### src/rtl/vga_rx_pkg.sv
// Shared types and constants for the VGA receive monitor: FSM encodings, geometry record, CRC-16 step.
package vga_rx_pkg;

  typedef enum logic [1:0] {
    ST_SEARCH  = 2'd0,
    ST_MEASURE = 2'd1,
    ST_LOCKED  = 2'd2
  } rx_state_e;

  typedef enum logic [1:0] {
    CAP_IDLE   = 2'd0,
    CAP_PEND   = 2'd1,
    CAP_ACTIVE = 2'd2,
    CAP_DONE   = 2'd3
  } cap_state_e;

  // Geometry fields are held at a fixed width so frames can be compared as one record.
  localparam int GEO_W = 16;

  typedef struct packed {
    logic [GEO_W-1:0] h_total;
    logic [GEO_W-1:0] h_active;
    logic [GEO_W-1:0] v_total;
    logic [GEO_W-1:0] v_active;
  } geom_t;

  localparam logic [15:0] CRC_POLY = 16'h1021;
  localparam logic [15:0] CRC_INIT = 16'hFFFF;

  // CRC-16-CCITT advanced over one 24-bit pixel, MSB first.
  function automatic logic [15:0] crc16_step24(input logic [15:0] crc_in, input logic [23:0] data);
    logic [15:0] c;
    logic        fb;
    c = crc_in;
    for (int i = 23; i >= 0; i--) begin
      fb = c[15] ^ data[i];
      c  = {c[14:0], 1'b0};
      if (fb) c = c ^ CRC_POLY;
    end
    return c;
  endfunction

endpackage

### src/rtl/vga_rx_edge.sv
// Registers one sync input, normalises its polarity and flags the leading edge of the asserted level.
module vga_rx_edge #(
  parameter int ACTIVE_LOW = 1
) (
  input  logic clk,
  input  logic rst,
  input  logic i_sync,
  output logic o_level,
  output logic o_lead
);

  logic r_level;
  logic r_prev;
  logic r_level_vld;
  logic r_prev_vld;

  // NOTE: all sequential state uses non-blocking assignments so each register samples pre-edge values.
  always_ff @(posedge clk) begin
    if (rst) begin
      r_level     <= 1'b0;
      r_prev      <= 1'b0;
      r_level_vld <= 1'b0;
      r_prev_vld  <= 1'b0;
    end else begin
      r_level     <= (ACTIVE_LOW != 0) ? ~i_sync : i_sync;
      r_prev      <= r_level;
      r_level_vld <= 1'b1;
      r_prev_vld  <= r_level_vld;
    end
  end

  assign o_level = r_level;
  // A sync already asserted when reset releases is not an edge: wait for a real previous sample.
  assign o_lead  = r_level & ~r_prev & r_prev_vld;

endmodule

### src/rtl/vga_rx_monitor.sv
// VGA receive monitor: frame geometry measurement, lock tracking and single-pixel capture.
// Defining VGA_RX_CRC_EN adds frame_crc, a CRC-16-CCITT over each frame's active pixels.
module vga_rx_monitor
  import vga_rx_pkg::*;
#(
  parameter int HW              = 11,
  parameter int VW              = 10,
  parameter int SYNC_ACTIVE_LOW = 1,
  parameter int LOCK_FRAMES     = 2
) (
  input  logic          clk,
  input  logic          rst,
  input  logic          hsync,
  input  logic          vsync,
  input  logic          hblank,
  input  logic          vblank,
  input  logic [7:0]    r,
  input  logic [7:0]    g,
  input  logic [7:0]    b,
  input  logic [HW-1:0] cap_x,
  input  logic [VW-1:0] cap_y,
  input  logic          cap_req,
  output logic          cap_done,
  output logic [23:0]   cap_rgb,
  output logic [HW-1:0] h_total,
  output logic [HW-1:0] h_active,
  output logic [VW-1:0] v_total,
  output logic [VW-1:0] v_active,
  output logic          locked,
`ifdef VGA_RX_CRC_EN
  output logic [15:0]   frame_crc,
`endif
  output logic [7:0]    frame_cnt
);

  localparam logic [HW-1:0] H_MAX = '1;
  localparam logic [VW-1:0] V_MAX = '1;

  logic w_hs_level, w_hs_lead, w_vs_level, w_vs_lead;

  vga_rx_edge #(.ACTIVE_LOW(SYNC_ACTIVE_LOW)) u_hs_edge (
    .clk(clk), .rst(rst), .i_sync(hsync), .o_level(w_hs_level), .o_lead(w_hs_lead)
  );

  vga_rx_edge #(.ACTIVE_LOW(SYNC_ACTIVE_LOW)) u_vs_edge (
    .clk(clk), .rst(rst), .i_sync(vsync), .o_level(w_vs_level), .o_lead(w_vs_lead)
  );

  logic        r_hblank, r_vblank;
  logic [23:0] r_rgb;

  always_ff @(posedge clk) begin
    if (rst) begin
      r_hblank <= 1'b1;
      r_vblank <= 1'b1;
      r_rgb    <= '0;
    end else begin
      r_hblank <= hblank;
      r_vblank <= vblank;
      r_rgb    <= {r, g, b};
    end
  end

  logic w_pix_act;
  assign w_pix_act = ~r_hblank & ~r_vblank;

  logic [HW-1:0] r_hcnt, r_line_len, r_xcnt, r_hact_max;
  logic [VW-1:0] r_lines, r_alines;
  logic          r_sat;

  logic [HW-1:0] w_line_len_nx, w_hact_nx;
  logic [VW-1:0] w_lines_nx, w_alines_nx;
  logic          w_sat_nx;

  // Next-state views fold a same-clock hsync edge into the frame before it is latched.
  assign w_line_len_nx = w_hs_lead ? r_hcnt : r_line_len;
  assign w_hact_nx     = (r_xcnt > r_hact_max) ? r_xcnt : r_hact_max;
  assign w_lines_nx    = (w_hs_lead && r_lines != V_MAX) ? r_lines + 1'b1 : r_lines;
  assign w_alines_nx   = (w_hs_lead && !r_vblank && r_alines != V_MAX) ? r_alines + 1'b1 : r_alines;
  assign w_sat_nx      = r_sat | (r_hcnt == H_MAX) | (r_xcnt == H_MAX)
                       | (r_lines == V_MAX) | (r_alines == V_MAX);

  always_ff @(posedge clk) begin
    if (rst) begin
      r_hcnt     <= '0;
      r_line_len <= '0;
      r_xcnt     <= '0;
      r_hact_max <= '0;
      r_lines    <= '0;
      r_alines   <= '0;
      r_sat      <= 1'b0;
    end else begin
      if (w_hs_lead) begin
        r_hcnt     <= HW'(1);
        r_line_len <= r_hcnt;
        r_xcnt     <= '0;
      end else begin
        if (r_hcnt != H_MAX) r_hcnt <= r_hcnt + 1'b1;
        if (w_pix_act && r_xcnt != H_MAX) r_xcnt <= r_xcnt + 1'b1;
      end
      if (w_vs_lead) begin
        r_lines    <= '0;
        r_alines   <= '0;
        r_hact_max <= '0;
        r_sat      <= 1'b0;
      end else begin
        r_lines    <= w_lines_nx;
        r_alines   <= w_alines_nx;
        r_hact_max <= w_hact_nx;
        r_sat      <= w_sat_nx;
      end
    end
  end

  geom_t w_geom_new;
  geom_t r_geom_prev;
  logic  w_match;

  assign w_geom_new = '{h_total:  GEO_W'(w_line_len_nx),
                        h_active: GEO_W'(w_hact_nx),
                        v_total:  GEO_W'(w_lines_nx),
                        v_active: GEO_W'(w_alines_nx)};
  assign w_match    = (w_geom_new == r_geom_prev) && !w_sat_nx;

  rx_state_e     r_state;
  logic [2:0]    r_stable;
  logic          r_locked;
  logic [HW-1:0] r_h_total, r_h_active;
  logic [VW-1:0] r_v_total, r_v_active;
  logic [7:0]    r_frame_cnt;

  always_ff @(posedge clk) begin
    if (rst) begin
      r_state     <= ST_SEARCH;
      r_stable    <= '0;
      r_locked    <= 1'b0;
      r_geom_prev <= '0;
      r_h_total   <= '0;
      r_h_active  <= '0;
      r_v_total   <= '0;
      r_v_active  <= '0;
      r_frame_cnt <= '0;
    end else if (w_vs_lead) begin
      r_h_total   <= w_line_len_nx;
      r_h_active  <= w_hact_nx;
      r_v_total   <= w_lines_nx;
      r_v_active  <= w_alines_nx;
      r_frame_cnt <= r_frame_cnt + 8'd1;
      r_geom_prev <= w_geom_new;
      case (r_state)
        ST_SEARCH: begin
          r_state  <= ST_MEASURE;
          r_stable <= '0;
        end
        ST_MEASURE: begin
          if (w_match) begin
            r_stable <= r_stable + 3'd1;
            if (r_stable + 3'd1 >= 3'(LOCK_FRAMES)) begin
              r_state  <= ST_LOCKED;
              r_locked <= 1'b1;
            end
          end else begin
            r_stable <= '0;
          end
        end
        ST_LOCKED: begin
          if (!w_match) begin
            r_state  <= ST_MEASURE;
            r_locked <= 1'b0;
            r_stable <= '0;
          end
        end
        default: r_state <= ST_SEARCH;
      endcase
    end
  end

  cap_state_e    r_cap_st;
  logic [HW-1:0] r_cap_x;
  logic [VW-1:0] r_cap_y;
  logic [23:0]   r_cap_rgb;
  logic          r_cap_done;
  logic          w_cap_hit;

  // A pixel inside a sync pulse is never a valid capture target.
  assign w_cap_hit = (r_cap_st == CAP_ACTIVE) && w_pix_act && !w_hs_level && !w_vs_level
                   && (r_xcnt == r_cap_x) && (r_alines == r_cap_y);

  always_ff @(posedge clk) begin
    if (rst) begin
      r_cap_st   <= CAP_IDLE;
      r_cap_x    <= '0;
      r_cap_y    <= '0;
      r_cap_rgb  <= '0;
      r_cap_done <= 1'b0;
    end else begin
      r_cap_done <= 1'b0;
      case (r_cap_st)
        CAP_IDLE: begin
          if (cap_req && r_locked) begin
            r_cap_st <= CAP_PEND;
            r_cap_x  <= cap_x;
            r_cap_y  <= cap_y;
          end
        end
        CAP_PEND: begin
          if (!cap_req || !r_locked) r_cap_st <= CAP_IDLE;
          else if (w_vs_lead)        r_cap_st <= CAP_ACTIVE;
        end
        CAP_ACTIVE: begin
          if (!cap_req || !r_locked) begin
            r_cap_st <= CAP_IDLE;
          end else if (w_cap_hit) begin
            r_cap_rgb  <= r_rgb;
            r_cap_done <= 1'b1;
            r_cap_st   <= CAP_DONE;
          end else if (w_vs_lead) begin
            r_cap_st <= CAP_IDLE;
          end
        end
        CAP_DONE: begin
          if (!cap_req) r_cap_st <= CAP_IDLE;
        end
        default: r_cap_st <= CAP_IDLE;
      endcase
    end
  end

`ifdef VGA_RX_CRC_EN
  logic [15:0] r_crc, r_frame_crc, w_crc_nx;

  assign w_crc_nx = w_pix_act ? crc16_step24(r_crc, r_rgb) : r_crc;

  always_ff @(posedge clk) begin
    if (rst) begin
      r_crc       <= CRC_INIT;
      r_frame_crc <= '0;
    end else if (w_vs_lead) begin
      r_frame_crc <= w_crc_nx;
      r_crc       <= CRC_INIT;
    end else begin
      r_crc <= w_crc_nx;
    end
  end

  assign frame_crc = r_frame_crc;
`endif

  assign cap_done  = r_cap_done;
  assign cap_rgb   = r_cap_rgb;
  assign h_total   = r_h_total;
  assign h_active  = r_h_active;
  assign v_total   = r_v_total;
  assign v_active  = r_v_active;
  assign locked    = r_locked;
  assign frame_cnt = r_frame_cnt;

endmodule

### config.mk
export PLATFORM = sky130hd
export DESIGN_NAME = vga_rx_monitor
export DESIGN_NICKNAME = d
export VERILOG_FILES = /design/src/rtl/vga_rx_pkg.sv /design/src/rtl/vga_rx_edge.sv /design/src/rtl/vga_rx_monitor.sv
export SDC_FILE = /design/constraint.sdc
export NUM_CORES = 1
export LEC_CHECK = 0
export ABC_AREA = 0
export CAP_MARGIN = 25
export CORE_AREA = 2 2 128 130
export DETAILED_ROUTE_END_ITERATION = 12
export DIE_AREA = 0 0 130 132
export GPL_TIMING_DRIVEN = 1
export PLACE_DENSITY_LB_ADDON = 0.1
export SYNTH_ARGS = -nofsm -noshare
export SYNTH_HDL_FRONTEND = slang
export SYNTH_HIERARCHICAL = 1
export SYNTH_SLANG_ARGS = --single-unit
### constraint.sdc
create_clock -name clk -period 5.3 [get_ports clk]
set_input_delay 1.06 -clock clk [delete_from_list [all_inputs] [get_ports clk]]
set_output_delay 1.06 -clock clk [all_outputs]
set_load 0.01 [all_outputs]
* After elaboration in Yosys (flattened, before gate mapping)
Cells that the tools add are included.
Operators by class: magnitude comparators 2, reductions and logical operators 32, $add $sub $neg 6, mux-type cells 27, equality and inequality tests 23, bitwise logic cells 17
Operators by type and width (count):
- 42-bit equality test | 1
- 11-bit by 1-bit adder with 11-bit output, second input constant | 2
- 11-bit equality test, second input constant | 2
- 11-bit 2-to-1 mux | 2
- 11-bit != test, second input constant | 2
- 10-bit by 1-bit adder with 10-bit output, second input constant | 2
- 10-bit equality test, second input constant | 2
- 10-bit 2-to-1 mux | 2
- 2-bit 2-to-1 mux | 10
- 10-bit != test, second input constant | 2
- 11-bit equality test | 1
- 11-bit > comparator | 1
- 1-bit logical AND | 11
- 10-bit equality test | 1
- 2-bit != test, second input constant | 5
- 3-bit case mux with 3 select lines | 1
- 8-bit by 1-bit adder with 8-bit output, second input constant | 1
- 1-bit NOT | 8
- 2-bit case mux with 4 select lines | 1
- 4-bit AND reduction | 2
- 1-bit 2-to-1 mux | 7
- 2-bit equality test, second input constant | 3
- 1-bit zero test | 6
- 3-bit 2-to-1 mux | 2
- other kinds (18) | 30
Storage, ports and cells: register bits 201, input port bits 52, output and inout bits 76, logic and storage cells 137

* Longest topological paths before layout
Gate-level depths: netlist (run 1).
depth in word-level cells 10, mapped depth 13, gate-level depth less buffers 11

* By module
Netlist (run 1), hierarchy kept.
Modules (own cells, without submodules):
- vga_rx_monitor | times used 1, cells each 1017, sequential area each 3903.7 um^2, area each 8944.8 um^2
- vga_rx_edge | times used 2, cells each 9, sequential area each 80.1 um^2, area each 108.9 um^2

* Least setup slack after synthesis (run 1)
OpenSTA, ideal clock, no wires.
path type reg-to-reg, start register r_xcnt[0], end register r_locked, in the netlist locked, arrival time 3031 ps, cell stages (with the launch flop) 13, clock period less this slack 3117 ps, buffers on the path 2, setup slack 2183 ps, data required time 5214 ps, library setup time 86 ps, cell sequence dfxtp_1 clkbuf_1 inv_1 ha_1 nand3b_1 a211oi_2 a2111oi_4 or2_1 buf_6 o311a_1 nor4_1 a32oi_1 a221oi_2
On the way: word-level cells in the longest chain between the ends 8, elaborated cells on any way between the ends 12, those cells by class order compare: 1; eq/ne: 4; mux: 1; bitwise: 3; reduce/logical: 3
RTL lines:
- start: declaration | line vga_rx_monitor.sv:67 | logic [HW-1:0] r_hcnt, r_line_len, r_xcnt, r_hact_max;
- start signal: assignment | line vga_rx_monitor.sv:99 | if (w_pix_act && r_xcnt != H_MAX) r_xcnt <= r_xcnt + 1'b1;
- branches (longest 5 deep; another with 11-bit > comparator)
- 1-bit logical AND (*) | line vga_rx_monitor.sv:123 | assign w_match = (w_geom_new == r_geom_prev) && !w_sat_nx;
- 2-bit != test (no line)
- 5-bit AND reduction (no line) (*)
- end signal: assignment | line vga_rx_monitor.sv:136 | r_locked <= 1'b0;
- end signal: assignment | line vga_rx_monitor.sv:160 | r_locked <= 1'b1;
- end signal: assignment | line vga_rx_monitor.sv:169 | r_locked <= 1'b0;
- end: declaration | line vga_rx_monitor.sv:127 | logic r_locked;
Every way passes the cells marked *. A chain may end at the register's enable or synchronous reset.

* Final worst setup path (run 1)
start register r_xcnt[8], end register r_locked, in the netlist locked
Same word-level chain as after synthesis.

==> results of run 1 <==
cell usage after synthesis (3+ instances only):
cell	n	area share, %
a22o_1	4	0.38
o211ai_1	3	0.25
buf_1	6	0.25
nor3b_1	5	0.41
a311oi_1	4	0.38
ha_1	18	2.5
and4_1	6	0.57
a211oi_1	37	3.0
a21oi_1	62	3.4
nor4_1	12	0.82
clkbuf_1	40	1.6
dfxtp_1	203	44
nand2b_1	13	0.89
mux2i_1	47	5.1
or3_1	5	0.34
buf_2	6	0.33
a31oi_1	7	0.48
inv_1	33	1.4
nand2_1	76	3.1
xor2_1	46	4.4
xnor2_1	38	3.6
and3_1	20	1.4
nand3_1	21	1.1
nand4_1	23	1.6
nor2_1	159	6.5
nor3_1	27	1.5
o22ai_1	3	0.20
or2_2	5	0.34
o2111ai_1	3	0.29
o21ai_0	14	0.76
nor2b_1	36	2.5
path summary, 6_finish.rpt:
| check | end | slack [ns] | depth (start not counted) |
|---|---|---|---|
| max | locked | 1.38 | 10 |
| min reg2reg | u_hs_edge/r_prev_vld | 0.43 | 1 |
| max reg2reg | locked | 1.38 | 10 |
| min | u_hs_edge/r_prev_vld | 0.43 | 1 |
area by class of cell:
cell class	instances	area [sq um]
inverters	33	124
multi-input cells	745	4760
repair buffers	133	1310
flip-flops and latches	203	4060
fillers	1241	4380
well taps	216	270
clock inverters	10	139
clock buffers	31	666
where the power goes:
| group | internal, mW | switching [mW] |
|---|---|---|
| sequential | 1.55 | 0.0220 |
| clock | 1.03 | 0.616 |
| combinational | 0.0932 | 0.0934 |
placed cells by master, fill, tap and decap left out, types with 7 or more instances in the layout:
| cell type | instances |
|---|---|
| xnor2_1 | 38 |
| nand2_1 | 76 |
| xor2_1 | 46 |
| nor2_1 | 159 |
| nor4_1 | 11 |
| buf_4 | 7 |
| nor3_1 | 27 |
| ha_1 | 18 |
| a21oi_1 | 62 |
| nor2b_1 | 36 |
| a31oi_1 | 7 |
| a211oi_1 | 37 |
| and3_1 | 20 |
| inv_1 | 33 |
| mux2i_1 | 47 |
| clkbuf_16 | 23 |
| dfxtp_1 | 203 |
| o21ai_0 | 14 |
| nand2b_1 | 13 |
| clkdlybuf4s50_1 | 126 |
| nand4_1 | 23 |
| nand3_1 | 21 |
stage by stage:
step,setup WS [ns],std cells,util (%),cell area (sq um),hold slack (ns)
detailed placement,1.45,1330,67.0,10500,0.427
finish,1.38,1371,72.1,11300,0.426
CTS,1.37,1371,72.1,11300,0.436
global route,0.964,1371,72.1,11300,0.460
floorplan,2.18,1035,-,9160,0.414
global placement,1.44,1330,67.0,10500,0.419
cell families after synthesis:
| logic type | count (synthesis) | share of synthesized area [%] |
|---|---|---|
| AND/OR/NAND/NOR | 424 | 22.8 |
| XOR/XNOR | 85 | 8.28 |
| adder cells (fa/ha/maj) | 18 | 2.46 |
| buffers and inverters | 87 | 3.81 |
| flip-flops | 203 | 44.4 |
| AO/OA/AOI/OAI | 168 | 12.6 |
| multiplexers | 50 | 5.68 |
worst max-delay path, cell delays in order, from the launching register on:
cell and delay, ns:
dfxtp_1 0.51, ha_1 0.31, a211oi_1 0.24, nor2_1 0.10, a2111oi_4 0.43, or2_1 0.65, nand3_1 0.15, o311a_1 0.17
nor4_1 0.82, a32oi_1 0.24, a221oi_2 0.21
per-layer routing:
metal  GRT usage, %  vias up  part of all wire (%)
met2           40.5      233                    45
met4           7.89        0                   2.5
met1           34.7     3580                    46
met3           5.88       46                   6.6
li1               -     3816                     -
met5              0        -                     0
==> impl_metrics.env, run 1 <==
export IMPL_status="completed"
export IMPL_insertion_delay_ns=0.50
export IMPL_critPathMaxFanout=19
export IMPL_antenna_left=0
export IMPL_worstMarginPinSlew_ns=0.966
export IMPL_grtUsageTotal_pct=25.6
export IMPL_finalMaxSlewViolations=0
export IMPL_cts_tree="done"
export IMPL_avgSynthCellArea_sq_um=8.85
export IMPL_rows=46
export IMPL_fp_dieH_um=132
export IMPL_async_reset_ff_share_pct=0
export IMPL_ios=128
export IMPL_drt_pass1_iterations=6
export IMPL_fin_nets=1209
export IMPL_seq_area_frac_synth_pct=44.4
export IMPL_cts_made_buffers=23
export IMPL_hold_buffers=0
export IMPL_globalRoute_totalOverflow=0
export IMPL_clockBufferDepth=3
export IMPL_area_growth_pct=23.7
export IMPL_fin_crit_sh_pct=74.0
export IMPL_synth_edf_count=0
export IMPL_cellPowerDensity_nw_per_um2=300
export IMPL_cp_data_required_time_ns=5.71
export IMPL_first_iter_violations=540
export IMPL_fmax_mhz=255
export IMPL_htree_levels=1
export IMPL_cp_start_kind="flip-flop"
export IMPL_grt_pass1_vias=7273
export IMPL_clk_pin_slew_worst_paths_ns=0.06
export IMPL_setup_viol=0
export IMPL_hp_class="reg -> reg"
export IMPL_via_per_inst=5.60
export IMPL_synthCells=1035
export IMPL_place_gp_congestion=0.942
export IMPL_peakVddDrop_mv=0.265
export IMPL_drive_gt1_share_pct=5.80
export IMPL_portBuffers=127
export IMPL_cp_end_kind="flip-flop"
export IMPL_synth_area_sq_um=9160
export IMPL_avgRoutedWirePerCell_um=16.0
export IMPL_rsz0062_at_grt="false"
export IMPL_ys_seq_elements=203
export IMPL_total_power_mw=3.40
export IMPL_fin_crit_ns=3.92
export IMPL_totalWireLength_um=21900
export IMPL_critPathArrivalTime_ns=4.34
export IMPL_grt_antenna_before_repair=0
export IMPL_critical_path_class="reg -> reg"
export IMPL_grt_first_pass_wirelength_um=36000
export IMPL_start_util_pct=58.3
export IMPL_final_setup_skew_ns=0.00977
export IMPL_synth_top_flop_cell="dfxtp_1"
export IMPL_synthesis_nets=1105
export IMPL_startpoint="r_xcnt[8]"
export IMPL_hold_start="u_hs_edge/r_level_vld"
export IMPL_yosys_warnings=6
export IMPL_die_w_um=130
export IMPL_hold_violations=0
export IMPL_cts_root_buf="clkbuf_16"
export IMPL_dp_hpwl_um=15200
export IMPL_synth_distinct_cells=73
export IMPL_clkSinkCount=203
export IMPL_cts_resized=0
export IMPL_num_vias=7675
export IMPL_antenna_cells=0
export IMPL_drcViolationCount=0
export IMPL_max_cap_viol_count=0
export IMPL_cts_setup_buffers=0
export IMPL_cellLeakagePower_nw=4.40
export IMPL_rr_startpoint="r_xcnt[8]"
export IMPL_tns_ns=0
export IMPL_coreArea_sq_um=15700
export IMPL_maxSlewHeadroom_pct=35.0
export IMPL_die_area_sq_um=17200
export IMPL_grt_max_degree=83
Note: power is estimated with default switching activity, not from simulation.
==> run 2, diff against run 1 <==
- CORE_AREA: 2 2 128 130 -> 2 2 139 141
- DIE_AREA: 0 0 130 132 -> 0 0 141 143
- clock period: 5.3 -> 3.4 ns (I/O delays scaled with it)
==> impl_metrics.env, run 2 (same netlist as run 1, synthesis figures left out) <==
export IMPL_grt_first_pass_wirelength_um=37000
export IMPL_fin_crit_ns=3.21
export IMPL_insertion_delay_ns=0.51
export IMPL_fp_dieH_um=143
export IMPL_ios=128
export IMPL_cp_start_kind="flip-flop"
export IMPL_fin_crit_sh_pct=94.3
export IMPL_tns_ns=0
export IMPL_cellPowerDensity_nw_per_um2=443
export IMPL_hold_buffers=0
export IMPL_hp_class="reg -> reg"
export IMPL_critPathArrivalTime_ns=3.61
export IMPL_grt_antenna_before_repair=0
export IMPL_totalWireLength_um=22600
export IMPL_dp_hpwl_um=16200
export IMPL_clockPowerShare_pct=45.9
export IMPL_path_cells="and3b_1 -> buf_12 -> mux2i_4 -> xnor2_1 -> a2111oi_2 -> nand4b_1 -> a2111oi_1 -> nand4_1 -> nor4_4 -> buf_4 -> nand2_1 -> a221oi_2"
export IMPL_final_setup_skew_ns=0.0164
export IMPL_p_comb_share_pct=6.0
export IMPL_finalMaxSlewViolations=0
export IMPL_critPathMaxFanout=22
export IMPL_seq_power_share_pct=48.1
export IMPL_p_sw_mw=1.10
export IMPL_portBuffers=127
export IMPL_cellLeakagePower_nw=4.50
export IMPL_globalRoute_totalOverflow=0
export IMPL_cpLargestDelayFamily="compound AO/OA/AOI/OAI gates"
export IMPL_layout_common_cells="dfxtp_1, nor2_1, clkdlybuf4s50_1"
export IMPL_clkSinkCount=203
export IMPL_clockBufferDepth=3
export IMPL_cts_resized=0
export IMPL_grt_max_degree=83
export IMPL_maxSlewHeadroom_pct=43.4
export IMPL_cts_setup_buffers=0
export IMPL_cts_made_buffers=22
export IMPL_total_power_mw=5.10
export IMPL_die_w_um=141
export IMPL_rows=50
export IMPL_first_iter_violations=449
export IMPL_fin_nets=1240
export IMPL_final_common_cell="dfxtp_1"
export IMPL_peakVddDrop_mv=0.279
export IMPL_die_area_sq_um=20200
export IMPL_internal_power_mw=4.00
export IMPL_cpPeakStageDelay_ns=0.43
export IMPL_num_vias=7693
export IMPL_timing_hold_ws_ns=0.438
export IMPL_grt_pass1_vias=7296
export IMPL_status="completed"
export IMPL_critical_path_class="reg -> reg"
export IMPL_drt_pass1_iterations=6
export IMPL_cts_tree="done"
export IMPL_setup_viol=0
export IMPL_antenna_cells=0
export IMPL_cp_end_kind="flip-flop"
export IMPL_clk_pin_slew_worst_paths_ns=0.06
export IMPL_drive_gt1_share_pct=7.87
export IMPL_start_util_pct=49.3
export IMPL_fmax_mhz=312
export IMPL_max_cap_viol_count=0
export IMPL_via_per_inst=5.44
export IMPL_antenna_left=0
export IMPL_finalNonFillerCells=1415
export IMPL_worstMarginPinSlew_ns=0.849
export IMPL_fill_cells=1640
export IMPL_swShare_pct=21.6
export IMPL_grtUsageTotal_pct=22.5
export IMPL_worst_path_buf_inv=2
export IMPL_cts_root_buf="clkbuf_16"
export IMPL_cp_data_required_time_ns=3.80
export IMPL_htree_levels=1
export IMPL_area_growth_pct=25.8
export IMPL_cp_slowest_cell="a2111oi_2"
export IMPL_drcViolationCount=0
export IMPL_dp_cells=1380
export IMPL_hold_violations=0
export IMPL_place_gp_congestion=0.915
export IMPL_avgRoutedWirePerCell_um=16.0
export IMPL_coreArea_sq_um=18600
-- run 2: cell count changes in the layout (fill, tap and decap cells not counted), moves of 4 or more --
cell	change
buf_4	+31
clkinv_2	-4
clkbuf_1	+4
clkbuf_8	-4
-- run 2: layout make-up --
class,instances,area (sq um),share of cell area [%]
clock inverter,4,72.6,0.630
inverter,33,124,1.08
sequential,203,4060,35.3
timing repair buffer,165,1570,13.6
tap,234,293,2.54
multi-input combinational,745,4780,41.5
clock buffer,31,626,5.43
-- run 2: worst paths after layout --
kind                         start              endpoint  slack [ns]  cells past startpoint
min reg2reg  u_vs_edge/r_level_vld  u_vs_edge/r_prev_vld        0.44                      1
max reg2reg      u_hs_edge/o_level                locked        0.19                     12
max              u_hs_edge/o_level                locked        0.19                     12
min          u_vs_edge/r_level_vld  u_vs_edge/r_prev_vld        0.44                      1
-- run 2: per-layer routing --
layer	share of wire, %	vias to the layer above	track usage (%)
met3	6.0	36	4.46
met2	44	210	36.1
met4	2.1	0	5.53
li1	-	3883	-
met1	48	3564	31.2
met5	0	-	0
-- run 2: power groups by stage --
| stage | logic [mW] | clock network, mW | registers (mW) |
|---|---|---|---|
| after global routing | 0.338 | 2.47 | 2.46 |
| after CTS | 0.309 | 2.38 | 2.45 |
| after global placement | 0.305 | 0 | 2.50 |
| final | 0.307 | 2.34 | 2.45 |
| after floorplan | 0.160 | 0 | 2.50 |
| after detailed placement | 0.308 | 0 | 2.50 |
-- run 2: metrics by stage --
step	cell area (sq um)	utilization (%)	setup WS, ns
floorplan	9160	-	0.283
global placement	10800	58.1	0.282
detailed placement	10800	58.1	0.195
CTS	11500	61.9	0.170
global route	11500	62.0	-0.00118
finish	11500	62.0	0.192
